$ cat src/rtl/clk_div_multi.sv
// clk_div_multi -- NCH independent, runtime-programmable clock dividers.
//
// Each channel divides clk_i by 2*half. clk_o has a 50% duty cycle.
// tick_o is a one-cycle strobe in the first cycle of each clk_o high phase.
// A new half-period is written through a valid/ready port into a per-channel
// shadow register. A running channel applies it only at the end of a full
// period (on the 1->0 edge of clk_o). A disabled channel applies it on the
// next edge. Either way, clk_o never shows a period built from two divisors.
//
// Optional feature: define CLKDIV_SYNC_EN to add sync_i. A one-cycle pulse
// on sync_i phase-aligns every enabled channel.
//
// Ports:
//   clk_i, rst_ni       clock, asynchronous active-low reset
//   en_i[NCH]           per-channel run enable
//   cfg_valid_i/ready_o divisor write handshake (ready = target has no pending value)
//   cfg_ch_i            target channel; out-of-range writes are accepted and dropped
//   cfg_div_i           new half-period in clk_i cycles (0 is stored as 1)
//   sync_i              phase-align strobe (CLKDIV_SYNC_EN only)
//   clk_o[NCH]          divided clocks, registered
//   tick_o[NCH]         once-per-period strobes, registered

module clk_div_multi_ch #(
  parameter int CW        = 32,
  parameter int DIV_RESET = 10_000
) (
  input  logic          clk_i,
  input  logic          rst_ni,
  input  logic          en_i,
  input  logic          sync_i,
  input  logic          wr_i,
  input  logic [CW-1:0] wr_div_i,
  output logic          clk_o,
  output logic          tick_o,
  output logic          pend_v_o
);

  localparam logic [CW-1:0] HALF_RST = CW'(DIV_RESET);

  logic [CW-1:0] cnt_q, cnt_d;
  logic [CW-1:0] half_q, half_d;
  logic [CW-1:0] pend_q, pend_d;
  logic          pend_v_q, pend_v_d;
  logic          clk_q, clk_d;
  logic          tick_q, tick_d;
  logic          term;

  // half_q is never 0, so half_q-1 cannot underflow.
  // cnt_q stays at or below half_q-1, so the +1 below never wraps.
  assign term = (cnt_q == half_q - CW'(1));

  always_comb begin
    cnt_d    = cnt_q;
    half_d   = half_q;
    pend_d   = pend_q;
    pend_v_d = pend_v_q;
    clk_d    = clk_q;
    tick_d   = 1'b0;
    if (!en_i) begin
      cnt_d = '0;
      clk_d = 1'b0;
      if (pend_v_q) begin
        half_d   = pend_q;
        pend_v_d = 1'b0;
      end
    end else if (sync_i) begin
      cnt_d = '0;
      clk_d = 1'b0;
      if (pend_v_q) begin
        half_d   = pend_q;
        pend_v_d = 1'b0;
      end
    end else if (term) begin
      cnt_d  = '0;
      clk_d  = ~clk_q;
      tick_d = ~clk_q;
      // Apply only at the high->low toggle, which is the full-period boundary.
      if (clk_q && pend_v_q) begin
        half_d   = pend_q;
        pend_v_d = 1'b0;
      end
    end else begin
      cnt_d = cnt_q + CW'(1);
    end
    // A new write lands in the shadow after any apply in the same cycle.
    if (wr_i) begin
      pend_d   = wr_div_i;
      pend_v_d = 1'b1;
    end
  end

  always_ff @(posedge clk_i or negedge rst_ni) begin
    if (!rst_ni) begin
      cnt_q    <= '0;
      half_q   <= HALF_RST;
      pend_q   <= HALF_RST;
      pend_v_q <= 1'b0;
      clk_q    <= 1'b0;
      tick_q   <= 1'b0;
    end else begin
      cnt_q    <= cnt_d;
      half_q   <= half_d;
      pend_q   <= pend_d;
      pend_v_q <= pend_v_d;
      clk_q    <= clk_d;
      tick_q   <= tick_d;
    end
  end

  assign clk_o    = clk_q;
  assign tick_o   = tick_q;
  assign pend_v_o = pend_v_q;

endmodule

module clk_div_multi #(
  parameter int NCH       = 4,
  parameter int CW        = 32,
  parameter int DIV_RESET = 10_000,
  localparam int CHW      = (NCH > 1) ? $clog2(NCH) : 1
) (
  input  logic           clk_i,
  input  logic           rst_ni,
  input  logic [NCH-1:0] en_i,
  input  logic           cfg_valid_i,
  output logic           cfg_ready_o,
  input  logic [CHW-1:0] cfg_ch_i,
  input  logic [CW-1:0]  cfg_div_i,
`ifdef CLKDIV_SYNC_EN
  input  logic           sync_i,
`endif
  output logic [NCH-1:0] clk_o,
  output logic [NCH-1:0] tick_o
);

  localparam int NPAD = 1 << CHW;

  logic [NCH-1:0]  pend_v;
  logic [NPAD-1:0] pend_v_pad;
  logic            cfg_fire;
  logic [CW-1:0]   wr_div;
  logic            sync_w;

`ifdef CLKDIV_SYNC_EN
  assign sync_w = sync_i;
`else
  assign sync_w = 1'b0;
`endif

  // Out-of-range channel slots read as "not pending".
  // Writes to them are therefore always ready, and no channel decodes them.
  always_comb begin
    pend_v_pad          = '0;
    pend_v_pad[NCH-1:0] = pend_v;
  end

  assign cfg_ready_o = ~pend_v_pad[cfg_ch_i];
  assign cfg_fire    = cfg_valid_i & cfg_ready_o;
  assign wr_div      = (cfg_div_i == '0) ? CW'(1) : cfg_div_i;

  for (genvar k = 0; k < NCH; k++) begin : g_ch
    clk_div_multi_ch #(
      .CW        (CW),
      .DIV_RESET (DIV_RESET)
    ) u_ch (
      .clk_i    (clk_i),
      .rst_ni   (rst_ni),
      .en_i     (en_i[k]),
      .sync_i   (sync_w),
      .wr_i     (cfg_fire && (cfg_ch_i == CHW'(k))),
      .wr_div_i (wr_div),
      .clk_o    (clk_o[k]),
      .tick_o   (tick_o[k]),
      .pend_v_o (pend_v[k])
    );
  end

endmodule

$ cat config.mk
export PLATFORM = sky130hd
export DESIGN_NAME = clk_div_multi
export DESIGN_NICKNAME = d
export VERILOG_FILES = /design/src/rtl/clk_div_multi.sv
export SDC_FILE = /design/constraint.sdc
export NUM_CORES = 1
export LEC_CHECK = 0
export CAP_MARGIN = 20
export CORE_MARGIN = 2
export CORE_UTILIZATION = 55
export CTS_CLUSTER_SIZE = 20
export DETAILED_ROUTE_END_ITERATION = 10
export GPL_ROUTABILITY_DRIVEN = 0
export PLACE_DENSITY_LB_ADDON = 0.05
export SYNTH_ARGS = -nofsm -noshare
export SYNTH_HDL_FRONTEND = slang
export SYNTH_SLANG_ARGS = --single-unit
$ cat constraint.sdc
create_clock -name clk_i -period 3.4 [get_ports clk_i]
set_input_delay 0.34 -clock clk_i [delete_from_list [all_inputs] [get_ports clk_i]]
set_output_delay 0.34 -clock clk_i [all_outputs]
set_load 0.005 [all_outputs]
==> results of run 1 <==
-- Yosys cell counts, drive strengths merged (12+ instances only) --
| cell type | count |
|---|---|
| a21oi | 24 |
| a222oi | 27 |
| a31oi | 12 |
| and2 | 34 |
| and3 | 31 |
| and4 | 18 |
| buf | 39 |
| clkbuf | 89 |
| dfrtp | 356 |
| dfstp | 40 |
| inv | 41 |
| mux2 | 221 |
| nand2 | 106 |
| nand2b | 14 |
| nand3 | 110 |
| nand4 | 61 |
| nor2 | 226 |
| nor2b | 17 |
| nor3 | 60 |
| nor4 | 59 |
| o211ai | 39 |
| o21ai | 54 |
| or3 | 17 |
| or4 | 23 |
| xnor2 | 154 |
| xor2 | 116 |
-- cell type report --
class                   instances  area share
multi-input cells            1586       0.458
flip-flops and latches        396       0.390
inverters                      41     0.00602
clock buffers                  58      0.0483
well taps                     525      0.0257
repair buffers                168      0.0600
clock inverters                22      0.0119
-- through the flow --
stage | total power, mW | util | worst slack, ns
3_5_place_dp | 11.1 | 0.599 | -0.0476
5_1_grt | 17.1 | 0.642 | 0.00364
6_report | 16.2 | 0.642 | 0.128
3_3_place_gp | 10.9 | 0.599 | 0.0635
4_1_cts | 16.2 | 0.638 | 0.0122
2_1_floorplan | 9.52 | - | 0.0210
-- worst paths after layout --
path                       depth (start not counted)                     from  slack, ns                endpoint
setup / recovery                                   9  g_ch[0].u_ch.half_q[22]       0.13  g_ch[0].u_ch.half_q[1]
hold / removal                                     2                   rst_ni       0.35   g_ch[3].u_ch.cnt_q[6]
setup reg to reg                                   9  g_ch[0].u_ch.half_q[22]       0.13  g_ch[0].u_ch.half_q[1]
hold reg to reg                                    2   g_ch[3].u_ch.pend_q[0]       0.48  g_ch[3].u_ch.pend_q[0]
max in group asynchronous                          3                   rst_ni       2.10  g_ch[2].u_ch.half_q[9]
min in group clk_i                                 2                  en_i[3]       0.44   g_ch[3].u_ch.cnt_q[1]
-- worst max-delay path, cell delays in order, from the launching register on --
cell,delay (ns)
dfrtp_1,0.38
nor4_2,0.46
a21oi_1,0.14
or4b_2,0.68
mux2i_1,0.22
nand4_1,0.20
o41ai_4,0.44
nand2_2,0.11
buf_12,0.19
mux2_1,0.32
-- cell families after synthesis --
group	synth area share
flip-flops	0.448
AND/OR/NAND/NOR	0.199
adder cells (fa/ha/maj)	0.00451
buffers and inverters	0.0335
XOR/XNOR	0.106
multiplexers	0.123
AO/OA/AOI/OAI	0.0845
-- flip-flops by register name (all words and copies together), names as in the netlist --
| name | count |
|---|---|
| g_ch.u_ch.clk_o | 4 |
| g_ch.u_ch.cnt_q | 128 |
| g_ch.u_ch.half_q | 128 |
| g_ch.u_ch.pend_q | 128 |
| g_ch.u_ch.pend_v_o | 4 |
| g_ch.u_ch.tick_o | 4 |
-- where the power goes --
group | leakage, nW | internal, mW | total, mW | switching, mW
clock network | 0.768 | 3.08 | 5.05 | 1.97
logic | 4.52 | 2.21 | 4.35 | 2.13
registers | 4.87 | 5.72 | 6.84 | 1.12
-- repair_timing --
item / 4_1_cts / 5_1_grt
cloned: 0 / 0
pin swaps: 0 / 4
setup endpoints to repair: 27 / 225
hold endpoints to repair: 67 / 0
setup buffers: 0 / 2
gates resized for setup: 2 / 27
hold buffers: 1 / 0
-- per-layer routing --
metal	vias to the layer above	global-route usage	wire (um)
met5	-	0	0
met4	0	0.0935	1850
met3	112	0.0385	2700
met2	461	0.412	24800
met1	8424	0.385	25800
li1	7964	-	-
==> flow_summary.yaml, run 1 <==
yosys:
  seq_area_frac_synth: 0.448
  netlist-cell-type-count: 91
  synth-async-reset-ratio: 1.00
  synth_ff_type: "dfrtp_1"
  syn_area_per_cell_um2: 10.3
  syn_inst: 2151
  yosysTopAreaCell: "dfrtp_1"
  syn_area_um2: 22200
  ys_warn_count: 0
  ys_ff_latch: 396
  synth_area_leaders: "dfrtp_1, mux2_2, xnor2_1"
  syn_nets: 2200
  synth-edff-count: 0
  synth_top_area_frac: 0.401
timing:
  rsz0062_at_grt: "no"
  clock.fmax_ghz: 0.306
  setup_viol: 0
  finalCritPeriodShare: 0.962
  max-slew-margin-rel: 0.313
  hold_ws_ns: 0.346
  final-hold-violation-count: 0
  tightest_slew_ns: 1.03
  drv_slew: 0
  fin_setup_tns_ns: 0
  fin_crit_ns: 3.27
  skew_ns: 0.0125
cts:
  clk_pin_slew_worst_paths_ns: 0.06
  cts_tree: "built"
  cts_root_buffer: "clkbuf_16"
  h-tree-depth: 2
  numCtsBuffers: 43
  worstSkewPairLatency_ns: 0.58
  clockBufferDepth: 3
  cts_sinks: 396
power:
  p_leak_nw: 10.2
  vdd_drop_max_uv: 389
  powerDensity_nw_per_um2: 635
global_routing:
  antenna_found_initial: 0
  grt-ovfl-total: 0
  grt_usage: 0.267
  grt_pass1_wl_mm: 89.3
  grt_pass1_vias: 16614
  grt_start_max_net_pins: 88
finish:
  final_cells: 2796
  layout_commonest_cell: "dfrtp_1"
  drive_gt1_frac: 0.229
  final_area_um2: 25600
  num-fill-cells: 3254
  layout_common_cells: "dfrtp_1, nor2_1, mux2_2, xnor2_1, xor2_1"
  antennaDiodeCount: 0
  area_growth_pct: 15.1
  nets: 2285
  regArea_um2: 9960
  multi_input_area_um2: 11700
die:
  die_x_um: 205
  num_rows: 73
  die-area_um2: 42000
  io_pins: 50
  core_um2: 39800
  die_h_um: 205
  start_util: 0.558
hold_path:
  hp-class: "in2async"
job:
  max_cap_viol_count: 0
route:
  drt_wl_total_mm: 55.2
  post_drt_via_cell_ratio: 6.07
  drt_iter0_drc: 1296
  drtAntennaViolNets: 0
  vias: 16961
  route.detailed.drc: 0
  avgRoutedWirePerCell_um: 19.7
  first_pass_iters: 6
critical_path:
  endpoint_kind: "flip-flop"
  critPathMaxFanout: 32
  crit_type: "reg2reg"
  critPathLaunchType: "flip-flop"
  arrival_ns: 3.72
  required_ns: 3.85
placed_design:
  dp.cells: 2713
  place.detailed.hpwl_mm: 38.5
  numPortBuffers: 49
  placed_area_um2: 23800
run_status:
  status: "finished clean"
Power figures use the tool's default switching activity.
==> run 2, diff against run 1 <==
--- a/config.mk
+++ b/config.mk
@@ -5,6 +5,7 @@
 export SDC_FILE = /design/constraint.sdc
 export NUM_CORES = 1
 export LEC_CHECK = 0
+export ABC_CLOCK_PERIOD_IN_PS = 3400
 export CAP_MARGIN = 20
 export CORE_MARGIN = 2
 export CORE_UTILIZATION = 55
@@ -12,6 +13,7 @@
 export DETAILED_ROUTE_END_ITERATION = 10
 export GPL_ROUTABILITY_DRIVEN = 0
 export PLACE_DENSITY_LB_ADDON = 0.05
+export SETUP_SLACK_MARGIN = 0.02
 export SYNTH_ARGS = -nofsm -noshare
 export SYNTH_HDL_FRONTEND = slang
 export SYNTH_SLANG_ARGS = --single-unit
==> flow_summary.yaml, run 2 (synthesis gave the netlist of run 1 again) <==
run_status:
  status: "finished clean"
global_routing:
  grt_pass1_vias: 16612
  grt_start_max_net_pins: 88
  antenna_found_initial: 0
  grt_usage: 0.267
  grt_pass1_wl_mm: 89.3
  grt-ovfl-total: 0
power:
  combPwrFrac: 0.268
  p_leak_nw: 10.2
  internal-power_mw: 11.0
  p_switching_mw: 5.23
  vdd_drop_max_uv: 387
  powerDensity_nw_per_um2: 635
  swShare: 0.322
  finalPower_mw: 16.2
  power_frac_clock: 0.311
  seqPwrFrac: 0.421
critical_path:
  critPathLaunchType: "flip-flop"
  crit_type: "reg2reg"
  arrival_ns: 3.72
  required_ns: 3.85
  endpoint_kind: "flip-flop"
  critPathMaxFanout: 32
die:
  die-area_um2: 42000
  die_h_um: 205
  io_pins: 50
  core_um2: 39800
  start_util: 0.558
  die_x_um: 205
  num_rows: 73
timing:
  clock.fmax_ghz: 0.306
  hold_ws_ns: 0.355
  final-hold-violation-count: 0
  tightest_slew_ns: 1.02
  setup_viol: 0
  fin_crit_ns: 3.27
  finalCritPeriodShare: 0.961
  skew_ns: 0.0134
  max-slew-margin-rel: 0.317
  drv_slew: 0
finish:
  drive_gt1_frac: 0.231
  layout_commonest_cell: "dfrtp_1"
  area_growth_pct: 15.2
  antennaDiodeCount: 0
  final_cells: 2796
  layout_common_cells: "dfrtp_1, nor2_1, mux2_2, xnor2_1, xor2_1"
  reg_top3: "g_ch.u_ch.cnt_q: 128 flops, g_ch.u_ch.half_q: 128 flops, g_ch.u_ch.pend_q: 128 flops"
  nets: 2285
  num-fill-cells: 3252
cts:
  clk_pin_slew_worst_paths_ns: 0.06
  worstSkewPairLatency_ns: 0.57
  cts_sinks: 396
  clockBufferDepth: 3
  cts_root_buffer: "clkbuf_16"
  cts_tree: "built"
  h-tree-depth: 2
  numCtsBuffers: 43
hold_path:
  hp-class: "in2async"
route:
  route.detailed.drc: 0
  drtAntennaViolNets: 0
  drt_iter0_drc: 1352
  avgRoutedWirePerCell_um: 19.7
  first_pass_iters: 6
  post_drt_via_cell_ratio: 6.05
  vias: 16912
  drt_wl_total_mm: 55.1
placed_design:
  dp.cells: 2713
  place.detailed.hpwl_mm: 38.5
  numPortBuffers: 49
job:
  max_cap_viol_count: 0
run 2: cell types whose count changed in the layout (fill, tap and decap cells not counted):
cell     previous run  this run
and4_2              0         1
nor2_2              1         2
nor2_1            225       224
dfrtp_1           354       353
nor3_2              5         7
nor3_1             54        52
ha_1                7         6
ha_2                1         2
and4_1             18        17
dfrtp_2             2         3
run 2: final timing paths:
check | end | slack (ns) | cells past startpoint | start
worst max-delay path | g_ch[0].u_ch.half_q[1] | 0.13 | 9 | g_ch[0].u_ch.half_q[22]
worst min-delay path | g_ch[3].u_ch.cnt_q[6] | 0.36 | 2 | rst_ni
worst max register to register | g_ch[0].u_ch.half_q[1] | 0.13 | 9 | g_ch[0].u_ch.half_q[22]
worst min register to register | g_ch[3].u_ch.pend_q[0] | 0.48 | 2 | g_ch[3].u_ch.pend_q[0]
max in group asynchronous | g_ch[2].u_ch.half_q[9] | 2.10 | 3 | rst_ni
min in group clk_i | g_ch[3].u_ch.cnt_q[1] | 0.44 | 2 | en_i[3]
run 2: cell type report:
class / count / area [um^2] / area share
Multi-Input combinational cell: 1586 / 11700 / 0.459
Sequential cell: 396 / 9960 / 0.390
Inverter: 41 / 154 / 0.00602
Tap cell: 525 / 657 / 0.0257
Clock inverter: 22 / 304 / 0.0119
Timing Repair Buffer: 168 / 1530 / 0.0599
Clock buffer: 58 / 1230 / 0.0482
run 2: power by group through the flow:
stage | sequential, mW | clock, mW | combinational, mW
floorplan | 6.44 | 0 | 3.08
global placement | 6.81 | 0 | 4.12
detailed placement | 6.84 | 0 | 4.23
CTS | 6.79 | 5.17 | 4.27
global route | 6.98 | 5.35 | 4.77
finish | 6.84 | 5.05 | 4.35
run 2: through the flow:
| step | cell area (um^2) | worst slack [ns] | util | setup TNS [ns] |
|---|---|---|---|---|
| after floorplan | 22200 | 0.0210 | - | 0 |
| after global placement | 23800 | 0.0635 | 0.599 | 0 |
| after detailed placement | 23800 | -0.0476 | 0.599 | -0.164 |
| after CTS | 25400 | 0.0447 | 0.638 | 0 |
| after global routing | 25600 | -0.00655 | 0.642 | -0.00655 |
| final | 25600 | 0.132 | 0.642 | 0 |
run 2: worst max-delay path, stage by stage (launching register included):
cell	delay (ns)
dfrtp_1	0.38
nor4_2	0.43
a21oi_1	0.13
or4b_2	0.67
mux2i_1	0.23
nand4_1	0.21
o41ai_4	0.44
nand2_2	0.11
buf_12	0.19
mux2_1	0.32
run 2: timing repair:
action / in CTS / in global routing
setup buffers: 0 / 2
hold buffers: 1 / 0
pin swaps: 0 / 4
endpoints found under the hold margin: 67 / 0
endpoints found under the setup margin: 30 / 228
gates resized for setup: 3 / 32
run 2: metal layers:
metal  vias to the layer above  GRT usage  routed length (um)
li1                       7964          -                   -
met4                         0     0.0935                1850
met2                       472      0.412               24800
met3                       106     0.0385                2710
met5                         -          0                   0
met1                      8370      0.385               25800
==> run 3, diff against run 2 <==
--- a/config.mk
+++ b/config.mk
@@ -13,6 +13,7 @@
 export DETAILED_ROUTE_END_ITERATION = 10
 export GPL_ROUTABILITY_DRIVEN = 0
 export PLACE_DENSITY_LB_ADDON = 0.05
+export RECOVER_POWER = 50
 export SETUP_SLACK_MARGIN = 0.02
 export SYNTH_ARGS = -nofsm -noshare
 export SYNTH_HDL_FRONTEND = slang
==> flow_summary.yaml, run 3 (synthesis gave the netlist of run 1 again) <==
run_status:
  status: "complete, but fails checks"
  violations: "max-capacitance violations, max-slew violations"
timing:
  skew_ns: 0.0170
  fin_crit_ns: 3.28
  setup_slack_ns: 0.121
  drv_slew: 120
  clock.fmax_ghz: 0.305
  setup_viol: 0
  tightest_slew_ns: 2.36
  finalCritPeriodShare: 0.964
  final-hold-violation-count: 0
  max-slew-margin-rel: -0.575
die:
  num_rows: 73
  io_pins: 50
  die_x_um: 205
  die_h_um: 205
  die-area_um2: 42000
  start_util: 0.558
  core_um2: 39800
cts:
  cts_tree: "built"
  h-tree-depth: 2
  cts_sinks: 396
  worstSkewPairLatency_ns: 0.57
  cts_root_buffer: "clkbuf_16"
  clockBufferDepth: 3
  numCtsBuffers: 43
  clk_pin_slew_worst_paths_ns: 0.06
hold_path:
  hold_end: "g_ch[3].u_ch.cnt_q[1]"
  hold_depth: 2
  worstHoldStart: "en_i[3]"
  hp-class: "in2reg"
critical_path:
  timing.rr.start: "g_ch[0].u_ch.half_q[22]"
  endpoint_kind: "flip-flop"
  r2r_cells: 9
  cp_cell_sequence: "nor4_2 > a21oi_1 > or4b_2 > mux2i_1 > nand4_1 > o41ai_4 > nand2_2 > buf_12 > mux2_1"
  crit_type: "reg2reg"
  timing.critical_path.from: "g_ch[0].u_ch.half_q[22]"
  arrival_ns: 3.73
  slowest_stage: "or4b_2"
  cp_slowest_stage_delay_ns: 0.67
  r2r_end: "g_ch[0].u_ch.half_q[1]"
  critPathMaxFanout: 32
  critPathLaunchType: "flip-flop"
  reg2reg_slack_ns: 0.12
  required_ns: 3.85
finish:
  layout_common_cells: "dfrtp_1, nor2_1, mux2_2, xnor2_1, xor2_1"
  drive_gt1_frac: 0.231
  nets: 2285
  reg_top3: "g_ch.u_ch.cnt_q: 128 flops, g_ch.u_ch.half_q: 128 flops, g_ch.u_ch.pend_q: 128 flops"
  layout_commonest_cell: "dfrtp_1"
  antennaDiodeCount: 0
  area_growth_pct: 15.0
job:
  max_cap_viol_count: 2
placed_design:
  numPortBuffers: 49
  dp_slack_ns: -0.0476
  place.detailed.hpwl_mm: 38.5
global_routing:
  grt_pass1_vias: 16612
  grt_usage: 0.267
  grt_pass1_wl_mm: 89.3
  antenna_found_initial: 0
  grt-ovfl-total: 0
  grt_start_max_net_pins: 88
power:
  powerDensity_nw_per_um2: 636
  finalPower_mw: 16.2
  p_leak_nw: 10.1
  vdd_drop_max_uv: 387
route:
  post_drt_via_cell_ratio: 6.08
  avgRoutedWirePerCell_um: 19.7
  drtAntennaViolNets: 0
  first_pass_iters: 7
  drt_wl_total_mm: 55.1
  vias: 16995
  drt_iter0_drc: 1398
  route.detailed.drc: 0
==> run 3: cell count changes in the layout (fill, tap and decap cells not counted) <==
cell	previous run	this run
clkbuf_4	0	1
buf_4	106	101
clkbuf_1	6	7
buf_12	11	10
clkbuf_2	0	5
buf_8	1	0
==> run 3: worst max-delay path: cells and delay by family, from the launching register on <==
family	cells	cell delay, ns
flip-flops	1	0.38
buffers and inverters	1	0.19
AND/OR/NAND/NOR	4	1.44
AO/OA/AOI/OAI	2	0.57
multiplexers	2	0.55
==> run 3: what timing repair did <==
item,in CTS,in global routing
pin swaps,0,4
cloned,0,0
setup buffers,0,2
endpoints found under the setup margin,30,228
endpoints found under the hold margin,67,0
gates resized for setup,3,32
hold buffers,1,0
==> run 3: how the worst max path moves through the flow <==
stage | to | slack [ns]
after detailed placement | g_ch[0].u_ch.half_q[30] | -0.05
final | g_ch[0].u_ch.half_q[1] | 0.12
after CTS | g_ch[1].u_ch.half_q[25] | 0.04
after global routing | g_ch[1].u_ch.clk_o | -0.007
after global placement | g_ch[0].u_ch.half_q[1] | 0.06
after floorplan | g_ch[3].u_ch.half_q[11] | 0.02
==> run 3: stage by stage <==
step	TNS [ns]	area, um^2	utilization	hold slack (ns)	cells
detailed placement	-0.164	23800	0.599	0.411	2713
floorplan	0	22200	-	0.0444	2151
CTS	0	25400	0.638	0.396	2794
global route	-0.00655	25500	0.641	0.441	2796
global placement	0	23800	0.599	0.406	2713
finish	0	25500	0.641	0.441	2796
==> run 3: report_power, final <==
| group | total (mW) | switching [mW] | internal [mW] | leakage [nW] |
|---|---|---|---|---|
| Combinational | 4.35 | 2.14 | 2.21 | 4.51 |
| Sequential | 6.84 | 1.12 | 5.72 | 4.87 |
| Clock | 5.05 | 1.96 | 3.08 | 0.768 |
==> run 3: per-layer routing <==
metal / routed length, um / GRT usage / vias to the layer above / part of all wire
li1: - / - / 7963 / -
met1: 25800 / 0.385 / 8452 / 0.47
met2: 24800 / 0.412 / 468 / 0.45
met3: 2680 / 0.0385 / 112 / 0.049
met4: 1830 / 0.0935 / 0 / 0.033
met5: 0 / 0 / - / 0
==> run 3: final cells by class <==
| cell class | instances | area, um^2 |
|---|---|---|
| sequential | 396 | 9960 |
| multi-input combinational | 1586 | 11700 |
| tap | 525 | 657 |
| clock buffer | 58 | 1230 |
| timing repair buffer | 168 | 1500 |
| clock inverter | 22 | 304 |
| inverter | 41 | 154 |
| fill | 3261 | 14300 |
